**config.mk**
```make
export PLATFORM = sky130hd
export DESIGN_NAME = partial_sum_sched
export DESIGN_NICKNAME = d
export VERILOG_FILES = /design/src/rtl/partial_sum_sched.sv
export SDC_FILE = /design/constraint.sdc
export NUM_CORES = 1
export LEC_CHECK = 0
export ABC_CLOCK_PERIOD_IN_PS = 20000
export CAP_MARGIN = 10
export CORE_MARGIN = 2
export CORE_UTILIZATION = 50
export CTS_CLUSTER_DIAMETER = 120
export DETAILED_ROUTE_END_ITERATION = 10
export DONT_BUFFER_PORTS = 1
export HOLD_SLACK_MARGIN = 0.05
export PLACE_DENSITY = 0.75
export SYNTH_ARGS = -nofsm -noshare
export SYNTH_HDL_FRONTEND = slang
export SYNTH_SLANG_ARGS = --single-unit
```
**constraint.sdc**
```tcl
create_clock -name clk -period 20 [get_ports clk]
set_clock_uncertainty 0.15 [all_clocks]
set_input_delay 2 -clock clk [delete_from_list [all_inputs] [get_ports clk]]
set_output_delay 2 -clock clk [all_outputs]
set_load 0.01 [all_outputs]
```
**src/rtl/partial_sum_sched.sv**
```systemverilog
// Purpose : time-shares one 108-bit three-input adder to fold six aligned 45-bit partial products into res_0/res_1 (and sum).
// Latency : out_valid rises 2 edges after capture (3 with FINAL_SUM_EN); one job per 4 cycles (5) with out_ready held high.
// Backpr. : results and out_valid are held in DONE until out_ready; in_ready is low in every state but IDLE.
// Option  : define FINAL_SUM_EN to add the PASS2 state and the sum port (sum = res_0 + res_1 mod 2^108).
module partial_sum_sched #(
  parameter int SIZE  = 45,
  parameter int RADIX = 54
) (
  input  logic                 clk,
  input  logic                 rst,
  input  logic                 in_valid,
  output logic                 in_ready,
  input  logic [SIZE-1:0]      a_0,
  input  logic [SIZE-1:0]      a_1,
  input  logic [SIZE-1:0]      a_2,
  input  logic [SIZE-1:0]      a_3,
  input  logic [SIZE-1:0]      a_4,
  input  logic [SIZE-1:0]      a_5,
  output logic                 out_valid,
  input  logic                 out_ready,
  output logic [2*RADIX-1:0]   res_0,
  output logic [2*RADIX-1:0]   res_1,
`ifdef FINAL_SUM_EN
  output logic [2*RADIX-1:0]   sum,
`endif
  output logic                 busy
);

  localparam int W = 2 * RADIX;

  // Fixed limb offsets of each partial product inside the 108-bit result.
  localparam int SH_1 = 18;
  localparam int SH_2 = 36;
  localparam int SH_3 = 27;
  localparam int SH_4 = 45;
  localparam int SH_5 = 63;

  typedef enum logic [2:0] {
    IDLE  = 3'd0,
    PASS0 = 3'd1,
    PASS1 = 3'd2,
`ifdef FINAL_SUM_EN
    PASS2 = 3'd3,
`endif
    DONE  = 3'd4
  } state_t;

  state_t state;

  // Captured operands; the input buses are not looked at after the handshake.
  logic [SIZE-1:0] op_0, op_1, op_2, op_3, op_4, op_5;

  logic [W-1:0] al_0, al_1, al_2, al_3, al_4, al_5;
  logic [W-1:0] add_x, add_y, add_z, add_s;

  assign al_0 = W'(op_0);
  assign al_1 = W'(op_1) << SH_1;
  assign al_2 = W'(op_2) << SH_2;
  assign al_3 = W'(op_3) << SH_3;
  assign al_4 = W'(op_4) << SH_4;
  assign al_5 = W'(op_5) << SH_5;

  // The one shared adder; carry out of bit 107 is intentionally dropped.
  assign add_s = add_x + add_y + add_z;

  // Route the adder inputs according to the current pass.
  always_comb begin
    add_x = '0;
    add_y = '0;
    add_z = '0;
    case (state)
      PASS0: begin
        add_x = al_0;
        add_y = al_1;
        add_z = al_2;
      end
      PASS1: begin
        add_x = al_3;
        add_y = al_4;
        add_z = al_5;
      end
`ifdef FINAL_SUM_EN
      PASS2: begin
        add_x = res_0;
        add_y = res_1;
      end
`endif
      default: ;
    endcase
  end

  // Sequencer: capture, run the passes, hold results until accepted. Handshake outputs are registered.
  always_ff @(posedge clk or posedge rst) begin
    if (rst) begin
      state     <= IDLE;
      in_ready  <= 1'b1;
      out_valid <= 1'b0;
      busy      <= 1'b0;
      res_0     <= '0;
      res_1     <= '0;
`ifdef FINAL_SUM_EN
      sum       <= '0;
`endif
      op_0      <= '0;
      op_1      <= '0;
      op_2      <= '0;
      op_3      <= '0;
      op_4      <= '0;
      op_5      <= '0;
    end else begin
      case (state)
        IDLE: begin
          if (in_valid) begin
            op_0     <= a_0;
            op_1     <= a_1;
            op_2     <= a_2;
            op_3     <= a_3;
            op_4     <= a_4;
            op_5     <= a_5;
            state    <= PASS0;
            in_ready <= 1'b0;
            busy     <= 1'b1;
          end
        end
        PASS0: begin
          res_0 <= add_s;
          state <= PASS1;
        end
        PASS1: begin
          res_1 <= add_s;
`ifdef FINAL_SUM_EN
          state <= PASS2;
`else
          state     <= DONE;
          out_valid <= 1'b1;
`endif
        end
`ifdef FINAL_SUM_EN
        PASS2: begin
          sum       <= add_s;
          state     <= DONE;
          out_valid <= 1'b1;
        end
`endif
        DONE: begin
          // in_valid is deliberately not looked at here: a new job waits for IDLE.
          if (out_ready) begin
            state     <= IDLE;
            out_valid <= 1'b0;
            in_ready  <= 1'b1;
            busy      <= 1'b0;
          end
        end
        default: begin
          state     <= IDLE;
          out_valid <= 1'b0;
          in_ready  <= 1'b1;
          busy      <= 1'b0;
        end
      endcase
    end
  end

endmodule

```
==> metrics.csv <==
metric;value;unit
crit-path max cell delay;0.89;ns
mapped cell area;25700;um2
Async S/R FF share, synth;100;%
first-pass GRT wire length;109000;um
Max-cap violations;0;
Worst Path Arrival;7.62;ns
Synth cell types;77;
final net count;2793;
register share of total power;37.1;%
HP Class;flip-flop to flip-flop;
HPWL Detailed;51700;um
antenna violations before repair;23;
gr busiest metal;met2;
core footprint;51000;um2
number of flops mapped to enable cells by yosys;0;
Clk pwr share;21.8;%
Root Driver;clkbuf_16;
Cell Rows;83;
worst vdd ir;0.109;mV
fmax;0.138;GHz
FF-to-FF path depth;16;
GR Util met1;33.4;%
largest net degree at the start of global routing;184;
Initial Utilization;50.3;%
Req. time, crit path;20.35;ns
Critical Path End Type;flip-flop;
switching share of power;41.6;%
area of the multi-input gates;12400;um2
Hold Path Depth;2;
io pins;493;
Slew Limit Headroom;21.8;%
clock slew at reported path FFs;0.06;ns
GP Congestion;0.924;
gr ovfl total;0;
Die Area;53200;um2
clk sink count;492;
period utilisation layout;36.3;%
NetSw;2.03;mW
Worst Path Max Fanout;98;
via-per-instance ratio;6.04;
post-route antenna net violation count;0;
Worst path slowest cell;inv_4;
Syn Nets;2866;
CTS tree;built;
setup_tns;0;ns
Most used DFF post-synth;dfrtp_1;
most frequent cells in the layout;dfrtp_1, nand2_1, mux2_2, o21ai_0, a21oi_1;
die extent in x;231;um
DR pass1 iterations;5;
fin crit period;7.27;ns
Critical Path Stages;16;
Clock Path Buffers;3;
Worst Tran Pin Value;1.14;ns
Yosys reg bits;492;
Area Growth Syn to Fin;9.15;%
Internal Power;2.85;mW
power density over cell area;174;nW/um2
Syn Area/Cell;10.5;um2
post-synthesis cell count;2447;
first-iteration detailed-routing DRC count;1393;
Overall Global Routing Usage;26.3;%
CP Cell Sequence;nor2_1 > nand2_4 > inv_4 > buf_4 > a22oi_1 > fa_1 > inv_1 > ha_1 > nand4_1 > nor2_1 > o2111ai_1 > a2111oi_2 > o21ai_1 > buf_4 > or4_1 > a31oi_1;
Comb power frac;41.1;%
met2 usage;42.2;%
Non-Filler Instances;3112;
Worst-Skew Late Latency;0.61;ns
H-Tree Depth;2;
GRT met3 Usage;6.89;%
setup violators final;0;
delay-heaviest family, CP;buffers and inverters;
FILL cells;4339;
register area share after synthesis;48.0;%
DRT Wirelength;71100;um
# port buffers;0;
critical path startpoint category;flip-flop;
Sequential Area;12300;um2
outcome;finished, final reports clean;
Crit path buffers/inverters;4;
cts hold-fix bufs;0;
yosys warns;0;
vias in the first global route;18800;
fin. max-slew vios;0;
Wirelength per Cell;22.8;um
RSZ-0062 raised after global routing;no;
post-placement cell count;3000;
die height;231;um
Fin. Hold Viols;0;
Setup CP Type;flip-flop to flip-flop;
DRC;0;
commonest non-fill, non-tap cell in the layout;dfrtp_1;
ratio of cells with drive above 1 in the final layout;16.8;%
CTS resizes;0;
leak pwr;12.7;nW
setup bufs post-CTS;0;
total CTS buffers;52;
vias post-DR;18800;
layer usage:
layer | routed length [um] | vias to the layer above
li1 | - | 8497
met1 | 28400 | 9330
met5 | 93 | -
met2 | 33300 | 771
met4 | 3430 | 14
met3 | 5840 | 192
final timing paths:
path,startpoint,endpoint,slack [ns]
setup / recovery,state[1],res_1[99],12.73
hold / removal,op_0[2],res_0[2],0.32
setup reg to reg,state[1],res_1[99],12.73
hold reg to reg,op_0[2],res_0[2],0.32
max in group asynchronous,rst,res_0[15],16.02
min in group asynchronous,rst,op_4[2],1.27
sequential cells by signal, indices dropped and copies added, names as in the netlist, 3 cells and up:
name   flops
op_5      45
op_1      45
res_1    108
state      3
op_2      45
op_4      45
res_0    108
op_0      45
op_3      45
worst min-delay path: stages (launching register included):
cell and delay (ns):
dfrtp_1 0.34, nand2_1 0.05, nand2_1 0.05
power groups by stage:
stage                     combinational (mW)  sequential [mW]  clock (mW)
after floorplan                         1.53             1.68           0
after global placement                  1.92             1.80           0
after detailed placement                1.98             1.82           0
after CTS                               2.00             1.80        1.08
after global routing                    2.22             1.85        1.12
final                                   2.01             1.81        1.06
metrics by stage:
stage               setup WS (ns)  instance area, um2  hold slack [ns]  util (%)  total power, mW
finish                      12.73               28000            0.317      54.9             4.88
global route                12.30               28000            0.347      54.9             5.19
CTS                         12.85               28000            0.320      54.9             4.89
detailed placement          12.86               26100            0.303      51.1             3.80
global placement            13.02               26100            0.296      51.1             3.72
floorplan                    4.12               25700            0.285         -             3.21
cells in the mapped netlist (23+ instances only):
| master | n | area share [%] |
|---|---|---|
| and3_1 | 49 | 1.2 |
| xnor2_1 | 33 | 1.1 |
| nor2_1 | 61 | 0.89 |
| mux2_2 | 268 | 12 |
| inv_1 | 99 | 1.4 |
| dfrtp_1 | 491 | 48 |
| nand3_1 | 35 | 0.68 |
| clkbuf_1 | 120 | 1.8 |
| xor2_1 | 26 | 0.89 |
| ha_1 | 108 | 5.3 |
| a22oi_1 | 36 | 1.1 |
| o21ai_0 | 170 | 3.3 |
| fa_1 | 37 | 2.9 |
| a21oi_1 | 110 | 2.1 |
| and2_1 | 52 | 1.3 |
| o21bai_1 | 23 | 0.67 |
| nand4_1 | 44 | 1.1 |
| nand2_1 | 366 | 5.4 |
| nor2b_1 | 23 | 0.56 |
area by class of cell:
cell class | count | share of cell area, %
antenna | 15 | 0.134
clock buffer | 68 | 5.33
clock inverter | 29 | 1.45
inverter | 99 | 1.36
multi-input combinational | 1711 | 44.2
sequential | 492 | 44.0
tap | 680 | 3.04
timing repair buffer | 18 | 0.527
logic make-up (layout without fill, tap and decap cells):
family	Yosys count	count (layout)	share of synthesized area, %
compound gates	520	520	12.8
xor+xnor	59	59	2.01
fa+ha+maj	145	145	8.15
buf+inv	244	214	3.87
flops	492	492	48.0
mux	276	276	12.1
other cells	0	15	0
simple gates	711	711	13.1
Note: power is estimated with default switching activity, not from simulation.
